<file path="src/rtl/cache_pkg.sv">
// Shared types and widths for the 2-way set-associative write-back cache controller.
package cache_pkg;

  localparam int unsigned SETS_DEF = 4;
  localparam int unsigned AW_DEF   = 8;
  localparam int unsigned DW_DEF   = 8;
  localparam int unsigned IDX_W    = $clog2(SETS_DEF);
  localparam int unsigned TAG_W    = AW_DEF - IDX_W;

  typedef enum logic [1:0] {IDLE, COMPARE, WRITEBACK, ALLOCATE} state_t;

  typedef struct packed {
    logic             valid;
    logic             dirty;
    logic [TAG_W-1:0] tag;
    logic [DW_DEF-1:0] data;
  } way_t;

endpackage

</file>
<file path="src/rtl/cache_set_array.sv">
// Two-way set storage with per-set LRU bit: tag-compare/victim read port and one write port.
module cache_set_array
  import cache_pkg::*;
#(
  parameter int unsigned SETS = SETS_DEF
) (
  input  logic             clk,
  input  logic             rst,
  input  logic [IDX_W-1:0] idx,
  input  logic [TAG_W-1:0] rd_tag,
  output logic             hit_c,
  output logic             hit_way_c,
  output way_t             hit_entry_c,
  output logic             victim_way_c,
  output way_t             victim_entry_c,
  input  logic             wr_en,
  input  logic             wr_way,
  input  way_t             wr_entry,
  input  logic             lru_en,
  input  logic             lru_way
);

  way_t            ways [SETS][2];
  logic [SETS-1:0] lru;
  way_t            e0;
  logic            m0;
  logic            m1;
  way_t            e1;

  // lru[s] names the least recently used way of set s
  always_ff @(posedge clk or posedge rst) begin
    if (rst) begin
      for (int s = 0; s < int'(SETS); s++) begin
        ways[s][0] <= '0;
        ways[s][1] <= '0;
      end
      lru <= '0;
    end else begin
      if (wr_en) ways[idx][wr_way] <= wr_entry;
      if (lru_en) lru[idx] <= ~lru_way;
    end
  end

  always_comb begin
    e0             = ways[idx][0];
    e1             = ways[idx][1];
    m0             = e0.valid && (e0.tag == rd_tag);
    m1             = e1.valid && (e1.tag == rd_tag);
    hit_c          = m0 || m1;
    hit_way_c      = !m0;
    hit_entry_c    = m0 ? e0 : e1;
    victim_way_c   = !e0.valid ? 1'b0 : (!e1.valid ? 1'b1 : lru[idx]);
    victim_entry_c = victim_way_c ? e1 : e0;
  end

endmodule

</file>
<file path="src/rtl/cache_controller.sv">
// Lookup / writeback / allocate sequencer for a 2-way write-back, write-allocate cache.
// Optional CACHE_STATS_EN adds saturating 16-bit hit_count / miss_count outputs.
module cache_controller
  import cache_pkg::*;
#(
  parameter int unsigned SETS = SETS_DEF,
  parameter int unsigned AW   = AW_DEF,
  parameter int unsigned DW   = DW_DEF
) (
  input  logic          clk,
  input  logic          rst,
  input  logic          cpu_req,
  input  logic          cpu_we,
  input  logic [AW-1:0] cpu_addr,
  input  logic [DW-1:0] cpu_wdata,
  output logic          cpu_done,
  output logic [DW-1:0] cpu_rdata,
  output logic          hit,
  output logic          miss,
  output logic          dirty,
`ifdef CACHE_STATS_EN
  output logic [15:0]   hit_count,
  output logic [15:0]   miss_count,
`endif
  output logic          mem_req,
  output logic          mem_we,
  output logic [AW-1:0] mem_addr,
  output logic [DW-1:0] mem_wdata,
  input  logic [DW-1:0] mem_rdata,
  input  logic          mem_ack
);

  localparam int unsigned IW = $clog2(SETS);

  state_t          state_q, state_d;
  logic            req_we_q, req_we_d;
  logic [AW-1:0]   req_addr_q, req_addr_d;
  logic [DW-1:0]   req_wdata_q, req_wdata_d;
  logic            replay_q, replay_d;
  logic            victim_q, victim_d;
  logic            cpu_done_d, hit_d, miss_d, dirty_d;
  logic [DW-1:0]   cpu_rdata_d;
  logic            mem_req_d, mem_we_d;
  logic [AW-1:0]   mem_addr_d;
  logic [DW-1:0]   mem_wdata_d;

  logic [IDX_W-1:0] idx;
  logic [TAG_W-1:0] req_tag;
  logic             hit_c, hit_way_c, victim_way_c;
  way_t             hit_entry_c, victim_entry_c;
  logic             wr_en, wr_way, lru_en;
  way_t             wr_entry;

  assign idx     = IDX_W'(req_addr_q[IW-1:0]);
  assign req_tag = TAG_W'(req_addr_q[AW-1:IW]);

  cache_set_array #(.SETS(SETS)) u_array (
    .clk            (clk),
    .rst            (rst),
    .idx            (idx),
    .rd_tag         (req_tag),
    .hit_c          (hit_c),
    .hit_way_c      (hit_way_c),
    .hit_entry_c    (hit_entry_c),
    .victim_way_c   (victim_way_c),
    .victim_entry_c (victim_entry_c),
    .wr_en          (wr_en),
    .wr_way         (wr_way),
    .wr_entry       (wr_entry),
    .lru_en         (lru_en),
    .lru_way        (hit_way_c)
  );

  always_ff @(posedge clk or posedge rst) begin
    if (rst) begin
      state_q     <= IDLE;
      req_we_q    <= 1'b0;
      req_addr_q  <= '0;
      req_wdata_q <= '0;
      replay_q    <= 1'b0;
      victim_q    <= 1'b0;
      cpu_done    <= 1'b0;
      cpu_rdata   <= '0;
      hit         <= 1'b0;
      miss        <= 1'b0;
      dirty       <= 1'b0;
      mem_req     <= 1'b0;
      mem_we      <= 1'b0;
      mem_addr    <= '0;
      mem_wdata   <= '0;
    end else begin
      state_q     <= state_d;
      req_we_q    <= req_we_d;
      req_addr_q  <= req_addr_d;
      req_wdata_q <= req_wdata_d;
      replay_q    <= replay_d;
      victim_q    <= victim_d;
      cpu_done    <= cpu_done_d;
      cpu_rdata   <= cpu_rdata_d;
      hit         <= hit_d;
      miss        <= miss_d;
      dirty       <= dirty_d;
      mem_req     <= mem_req_d;
      mem_we      <= mem_we_d;
      mem_addr    <= mem_addr_d;
      mem_wdata   <= mem_wdata_d;
    end
  end

  // replay_q marks the post-fill lookup: it neither re-pulses miss nor counts as a hit
  always_comb begin
    state_d     = state_q;
    req_we_d    = req_we_q;
    req_addr_d  = req_addr_q;
    req_wdata_d = req_wdata_q;
    replay_d    = replay_q;
    victim_d    = victim_q;
    cpu_done_d  = 1'b0;
    cpu_rdata_d = cpu_rdata;
    hit_d       = 1'b0;
    miss_d      = 1'b0;
    dirty_d     = 1'b0;
    mem_req_d   = mem_req;
    mem_we_d    = mem_we;
    mem_addr_d  = mem_addr;
    mem_wdata_d = mem_wdata;
    wr_en       = 1'b0;
    wr_way      = victim_q;
    wr_entry    = victim_entry_c;
    lru_en      = 1'b0;

    case (state_q)
      IDLE: begin
        if (cpu_req && !cpu_done) begin
          req_we_d    = cpu_we;
          req_addr_d  = cpu_addr;
          req_wdata_d = cpu_wdata;
          replay_d    = 1'b0;
          state_d     = COMPARE;
        end
      end
      COMPARE: begin
        if (hit_c) begin
          cpu_done_d = 1'b1;
          hit_d      = !replay_q;
          lru_en     = 1'b1;
          if (req_we_q) begin
            wr_en    = 1'b1;
            wr_way   = hit_way_c;
            wr_entry = '{valid: 1'b1, dirty: 1'b1, tag: req_tag, data: req_wdata_q};
          end else begin
            cpu_rdata_d = hit_entry_c.data;
          end
          state_d = IDLE;
        end else begin
          miss_d    = !replay_q;
          replay_d  = 1'b1;
          victim_d  = victim_way_c;
          mem_req_d = 1'b1;
          if (victim_entry_c.valid && victim_entry_c.dirty) begin
            dirty_d     = 1'b1;
            mem_we_d    = 1'b1;
            mem_addr_d  = AW'({victim_entry_c.tag, idx});
            mem_wdata_d = victim_entry_c.data;
            state_d     = WRITEBACK;
          end else begin
            mem_we_d   = 1'b0;
            mem_addr_d = req_addr_q;
            state_d    = ALLOCATE;
          end
        end
      end
      WRITEBACK: begin
        if (mem_req && mem_ack) begin
          wr_en          = 1'b1;
          wr_entry.dirty = 1'b0;
          mem_req_d      = 1'b0;
          mem_we_d       = 1'b0;
          state_d        = ALLOCATE;
        end
      end
      ALLOCATE: begin
        // one idle cycle after a writeback so each transfer is a distinct request
        if (!mem_req) begin
          mem_req_d  = 1'b1;
          mem_we_d   = 1'b0;
          mem_addr_d = req_addr_q;
        end else if (mem_ack) begin
          wr_en     = 1'b1;
          wr_entry  = '{valid: 1'b1, dirty: 1'b0, tag: req_tag, data: mem_rdata};
          mem_req_d = 1'b0;
          state_d   = COMPARE;
        end
      end
      default: state_d = IDLE;
    endcase
  end

`ifdef CACHE_STATS_EN
  logic [15:0] hit_cnt_q, miss_cnt_q;

  always_ff @(posedge clk or posedge rst) begin
    if (rst) begin
      hit_cnt_q  <= '0;
      miss_cnt_q <= '0;
    end else begin
      if (hit && (hit_cnt_q != 16'hFFFF)) hit_cnt_q <= hit_cnt_q + 16'd1;
      if (miss && (miss_cnt_q != 16'hFFFF)) miss_cnt_q <= miss_cnt_q + 16'd1;
    end
  end

  assign hit_count  = hit_cnt_q;
  assign miss_count = miss_cnt_q;
`endif

endmodule

</file>
<file path="config.mk">
export PLATFORM = sky130hd
export DESIGN_NAME = cache_controller
export DESIGN_NICKNAME = d
export VERILOG_FILES = /design/src/rtl/cache_pkg.sv /design/src/rtl/cache_set_array.sv /design/src/rtl/cache_controller.sv
export SDC_FILE = /design/constraint.sdc
export NUM_CORES = 1
export LEC_CHECK = 0
export BUFFER_PORTS_ARGS = -buffer_cell sky130_fd_sc_hd__buf_2
export CORE_UTILIZATION = 59
export DETAILED_ROUTE_END_ITERATION = 12
export PLACE_DENSITY_LB_ADDON = 0.3
export SYNTH_ARGS = -nofsm -noshare
export SYNTH_HDL_FRONTEND = slang
export SYNTH_SLANG_ARGS = --single-unit
</file>
<file path="constraint.sdc">
create_clock -name clk -period 6.4 [get_ports clk]
set_input_delay 0.32 -clock clk [delete_from_list [all_inputs] [get_ports clk]]
set_output_delay 0.32 -clock clk [all_outputs]
set_load 0.01 [all_outputs]
</file>
Yosys cells after proc, flatten, opt, wreduce, memory -nomap -nowiden
Index checks and enable logic that the tools add are counted.
- mux-type cells: 64
- equal/unequal tests: 11
- bitwise operators: 4
- reductions and logical operators: 25
- order comparisons: 6
- operators with widths (operator ; count):
    bitwise mux 128 bit ; 1
    2-to-1 mux 16 bit ; 6
    2-to-1 mux 32 bit ; 3
    binary-select mux 32 bit (select 2 bit) ; 1
    demux 32 bit (select 2 bit) ; 1
    2-to-1 mux 8 bit ; 4
    2-to-1 mux 1 bit ; 30
    one-hot mux 14 bit (2 select lines) ; 1
    demux 16 bit (select 1 bit) ; 1
    one-hot mux 8 bit (2 select lines) ; 1
    AND reduction 3 bit ; 5
    == test 6 bit ; 2
    != test 2 bit (second input constant) ; 6
    one-hot mux 1 bit (3 select lines) ; 4
    2-to-1 mux 2 bit ; 5
    logical AND 1 bit ; 8
    one-hot mux 2 bit (4 select lines) ; 1
    AND reduction 4 bit ; 2
    bitwise mux 4 bit ; 1
    == test 2 bit (second input constant) ; 2
    one-hot mux 1 bit (2 select lines) ; 2
    AND reduction 2 bit ; 2
    nonzero test 2 bit ; 2
    >= comparator 3 bit (second input constant) ; 1
    15 further kinds ; 18
- register bits after elaboration: 183
- output and inout port bits: 30
- input port bits: 29

Logic depth before layout (Yosys ltp)
- depth after elaboration: 18
- gate-level depth with buffers: 12
- depth with buffers taken out: 8

Cells and area by module
A second synthesis with hierarchy kept.
- cells, all modules: 574
- area, all modules: 8690.8 sq um
- modules (own cells, without submodules) (module ; instances ; cells an instance ; area each (sq um) ; seq. area each (sq um)):
    cache_set_array ; 1 ; 391 ; 6261.0 ; 3303.2
    cache_controller ; 1 ; 183 ; 2429.8 ; 1276.2

Worst setup path before layout
No wires, ideal clock.
- path kind: register to register
- from: reg req_addr_q[0]
- to: reg cpu_rdata[2]
- path slack: 3.599 ns
- cell stages (with the launch flop): 10
- data arrival time: 2.676 ns
- data required time: 6.275 ns
- cell sequence: dfrtp_1 buf_6 mux4_1 xnor2_1 nor3_1 and2_1 buf_6 clkbuf_1 mux2_2 mux2_2
- word-level cells in the longest chain between the ends: 8
- ends and longest elaborated chain (what ; line ; RTL):
    from (decl) ; cache_controller.sv:37 ; logic [AW-1:0] req_addr_q, req_addr_d;
    from (signal assigned) ; cache_controller.sv:94 ; req_addr_q <= req_addr_d;
    NOT 2 -> 3 bit (implied by the code) * ; cache_set_array.sv:45, cache_set_array.sv:46 ;
    binary-select mux 32 bit (select 2 bit) * ; cache_set_array.sv:45, cache_set_array.sv:46 ;
    2-to-1 mux 32 bit (implied by the code) * (2 in a row) ; cache_set_array.sv:45 ; e0 = ways[idx][0];
    == test 6 bit (on tied branches) ; cache_set_array.sv:47, cache_set_array.sv:48 ;
    logical AND 1 bit (on tied branches) ; cache_set_array.sv:47, cache_set_array.sv:48 ;
    logical OR 1 bit ; cache_set_array.sv:49 ; hit_c = m0 || m1;
    AND reduction 3 bit (no source line) ; - ;
    to (signal assigned) ; cache_controller.sv:99 ; cpu_rdata <= cpu_rdata_d;
    to (decl) ; cache_controller.sv:17 ; output logic [DW-1:0] cpu_rdata,
Every way passes the cells marked *; elsewhere a longest branch is shown, timed or not. The select of a mux whose other input is x is not followed.
A chain may end at the register's enable or synchronous reset.

Worst setup path in the final report
- from: reg req_addr_q[1]
- to: reg u_array.ways[26] (netlist name)
- word-level cells in the longest chain between the ends: 18
- ends and longest elaborated chain (what ; line ; RTL):
    NOT 2 -> 3 bit (implied by the code) ; cache_set_array.sv:39, cache_set_array.sv:45, cache_set_array.sv:46 ;
    binary-select mux 32 bit (select 2 bit) ; cache_set_array.sv:45, cache_set_array.sv:46 ;
    2-to-1 mux 32 bit (implied by the code) (2 in a row) ; cache_set_array.sv:45 ;
    == test 6 bit ; cache_set_array.sv:47 ; m0 = e0.valid && (e0.tag == rd_tag);
    logical AND 1 bit ; cache_set_array.sv:47 ;
    zero test 1 bit ; cache_set_array.sv:50 ; hit_way_c = !m0;
    2-to-1 mux 1 bit ; cache_controller.sv:147 ; if (req_we_q) begin
    2-to-1 mux 1 bit ; cache_controller.sv:143 ; if (hit_c) begin
    2-to-1 mux 1 bit ; cache_controller.sv:132 ; case (state_q)
    NOT 1 -> 2 bit (implied by the code) ; cache_set_array.sv:39 ; if (wr_en) ways[idx][wr_way] <= wr_entry;
    >= comparator 2 bit (implied by the code) / less-than comparator 2 x 1 -> 1 bit (equally long branches) ; cache_set_array.sv:39 ;
    logical AND 1 bit (implied by the code) ; cache_set_array.sv:39 ;
    2-to-1 mux 16 bit (implied by the code) ; cache_set_array.sv:39 ;
    demux 16 bit (select 1 bit) ; cache_set_array.sv:39 ;
    2-to-1 mux 32 bit (implied by the code) ; cache_set_array.sv:39 ;
    demux 32 bit (select 2 bit) ; cache_set_array.sv:39 ;
    bitwise mux 128 bit ; cache_set_array.sv:39 ;
    to (signal, indexed assignment) ; cache_set_array.sv:39 ;
    to (decl) ; cache_set_array.sv:23 ; way_t ways [SETS][2];
Several ways; a longest one is shown, not always the timed one. The select of a mux whose other input is x is not followed.

==> flow_metrics.py <==
metrics = {
    "synth": {
        "synth_cell_types": 54,
        "synth_area_leader_cell": "dfrtp_1",
        "synth_xor_area_share_pct": 1.137,
        "syn-num-nets": 655,
        "synth.top_cells.by_area": "dfrtp_1 50%, mux2_2 16%, mux2_4 7.0%",
        "synth_top_family_by_area": "multiplexers",
        "synth_compound_area_share_pct": 4.834,
        "synth_simple_gate_area_share_pct": 5.362,
        "synth_area_sq_mm": 0.009240,
        "synth_adder_area_share_pct": 0.6770,
        "synth_top_area_share_pct": 49.56,
        "ys.warnings.count": 0,
        "synth.avg_cell_area_sq_um": 14.88,
        "ys_seq_area_share_pct": 49.56,
        "synth-seq-cells": 183,
        "syn_inst": 621,
        "synth.area.mux_share_pct": 34.77,
    },
    "worst_setup_path": {
        "crit_type": "reg2reg",
        "cp.required_ns": 6.71,
        "start_kind": "flop",
        "critical_path.max_fanout": 33,
        "crit_path_end_kind": "flop",
        "arrival_ns": 4.54,
    },
    "detailed_routing": {
        "detail-route-antenna-nets": 0,
        "drt_iter0_drc": 517,
        "num_vias": 5544,
        "dr.pass1.iters": 5,
        "drc": 0,
        "wire_per_inst_um": 22.57,
        "drt-vias-per-instance": 6.222,
        "routed_wl_um": 20110,
    },
    "floorplan": {
        "start_util_pct": 60.56,
        "die-height_um": 127.1,
        "dieWidth_um": 127.1,
        "num_io_pins": 59,
        "rows": 45,
        "die_area_sq_mm": 0.01617,
        "fp.coreArea_sq_mm": 0.01526,
    },
    "timing": {
        "min_period_ns": 4.234,
        "tightest_slew_ns": 1.251,
        "slew_headroom_pct": 16.31,
        "max_freq_ghz": 0.2362,
        "finalCritPeriodShare_pct": 66.15,
        "clock_skew_ns": 0.008546,
        "fin_hold_ws_ns": 0.1222,
        "setup_violations": 0,
        "rsz0062_at_grt": "false",
        "hold_violations": 0,
        "tns_ns": 0,
        "slew_viol_final": 0,
    },
    "power": {
        "p_leak_nw": 5.008,
        "finalPower_mw": 3.926,
        "p_per_area_mw_per_mm2": 388.1,
        "ir_drop_uv": 223.1,
    },
    "final_layout": {
        "diodes": 0,
        "nNetsFinal": 701,
        "fillers": 1069,
        "layout_commonest_cell": "dfrtp_1",
        "stdcell_area_sq_mm": 0.01012,
        "drive_above_1_share_pct": 46.03,
        "mostFrequentLayoutCells": "181 x dfrtp_1, 133 x mux2_2, 58 x buf_2, 43 x mux2_4, 34 x nand2_1",
        "area_delta_synth_final_pct": 9.479,
    },
    "job": {
        "maxCapViolCount": 0,
    },
    "place": {
        "gp_congestion": 0.8397,
        "placed_area_sq_mm": 0.009547,
        "portBuffers": 58,
        "hpwl_um": 13080,
    },
    "hold_path": {
        "hp-class": "in2reg",
    },
    "clock_tree": {
        "holdBufCountCts": 0,
        "cts_tree": "done",
        "postCtsSetupBuffers": 0,
        "path_clk_slew_ns": 0.07,
        "post_cts_resized": 0,
        "cts_inserted_buffers": 17,
        "clk_latency_ns": 0.43,
        "cts_buffer_depth": 2,
        "cts.htree.levels": 4,
        "cts_root_buf": "clkbuf_16",
        "clock_sinks": 183,
    },
    "grt": {
        "grt_max_degree": 128,
        "overflow": 0,
        "grt_first_pass_wirelength_um": 32380,
        "grt_antenna_before_repair": 0,
        "grt_pass1_vias": 5711,
        "grt_use_total_pct": 26.86,
    },
    "run_status": {
        "status": "complete, no violations",
    },
}
[routing by layer]
layer | track usage, % | vias to the layer above | share of wire, %
met3 | 5.821 | 33 | 5.4
met5 | 0 | - | 0
met4 | 8.824 | 0 | 1.7
li1 | - | 2398 | -
met1 | 37.16 | 2923 | 45
met2 | 42.63 | 190 | 48
[Yosys cell counts, drive strengths merged]
library cell and instances:
and4 1, clkbuf 8, and2 3, nand2b 3, o21ai 10, a221o 6
nor4 1, a22oi 2, nor3 4, and2b 1, o2111ai 1, o31ai 5
nand4 1, o32ai 2, mux4 36, a21oi 9, dfrtp 183, and3 10
mux2i 18, a22o 1, xnor2 12, a31oi 1, o21a 1, nor3b 2
nor2b 2, a21boi 1, nand2 38, nand3b 3, a32oi 2, inv 14
ha 5, buf 27, nand3 5, mux2 180, o2bb2ai 4, nor2 15
a21o 1, a32o 3
[kinds of logic (layout without fill, tap and decap cells)]
group,count (synthesis),after routing
muxes,234,234
DFF,183,183
and+or+nand+nor,89,89
AOI/OAI and AO/OA,49,49
buffers and inverters,49,108
xor gates and xnor gates,12,12
adders and majority gates,5,5
[where the power goes]
part	internal, mW	switching, mW	total [mW]
sequential	1.37	0.223	1.60
clock	0.594	0.428	1.02
combinational	0.595	0.712	1.31
[worst paths after layout]
check | startpoint | to | cells past startpoint | slack, ns
worst max register to register | req_addr_q[1]$_DFFE_PP0P_ | u_array.ways[26]$_DFFE_PP0P_ | 8 | 2.17
max in group asynchronous | rst | req_addr_q[0]$_DFFE_PP0P_ | 3 | 4.77
worst min register to register | mem_addr[2]$_DFFE_PP0P_ | mem_addr[2]$_DFFE_PP0P_ | 2 | 0.48
worst max-delay path | req_addr_q[1]$_DFFE_PP0P_ | u_array.ways[26]$_DFFE_PP0P_ | 8 | 2.17
worst min-delay path | cpu_addr[7] | req_addr_q[7]$_DFFE_PP0P_ | 2 | 0.12
min in group asynchronous | rst | u_array.ways[83]$_DFFE_PP0P_ | 2 | 0.19
[critical path: stages (launching register included)]
cell	delay, ns
dfrtp_2	0.95
buf_4	0.45
mux4_1	0.26
nor2b_1	0.07
nor2_1	0.93
mux4_2	0.61
mux2i_1	0.33
o32ai_4	0.17
mux2_4	0.31
[final cells by class]
cell class / instances / area, sq um / share of cell area, %
multi-input cells: 389 / 4323 / 42.73
clock inverters: 8 / 97.59 / 0.9647
flip-flops and latches: 183 / 4582 / 45.29
well taps: 211 / 264.0 / 2.610
inverters: 14 / 57.56 / 0.5690
repair buffers: 62 / 320.3 / 3.166
clock buffers: 24 / 471.7 / 4.663
[metrics by stage]
step           setup WS [ns]  std cells  utilization, %
3_3_place_gp           2.204        859           62.57
5_1_grt                1.968        891           66.30
4_1_cts                2.184        891           66.30
6_report               2.166        891           66.30
2_1_floorplan          1.108        621               -
3_5_place_dp           2.174        859           62.57
[state kept, by name (all words and copies together) (netlist names)]
name,flops
mem_we,1
victim_q,1
hit,1
req_addr_q,8
mem_req,1
cpu_rdata,8
mem_addr,8
req_we_q,1
req_wdata_q,8
replay_q,1
u_array.lru,4
miss,1
dirty,1
u_array.ways,128
state_q,2
cpu_done,1
mem_wdata,8
(Power assumes the default switching activity.)
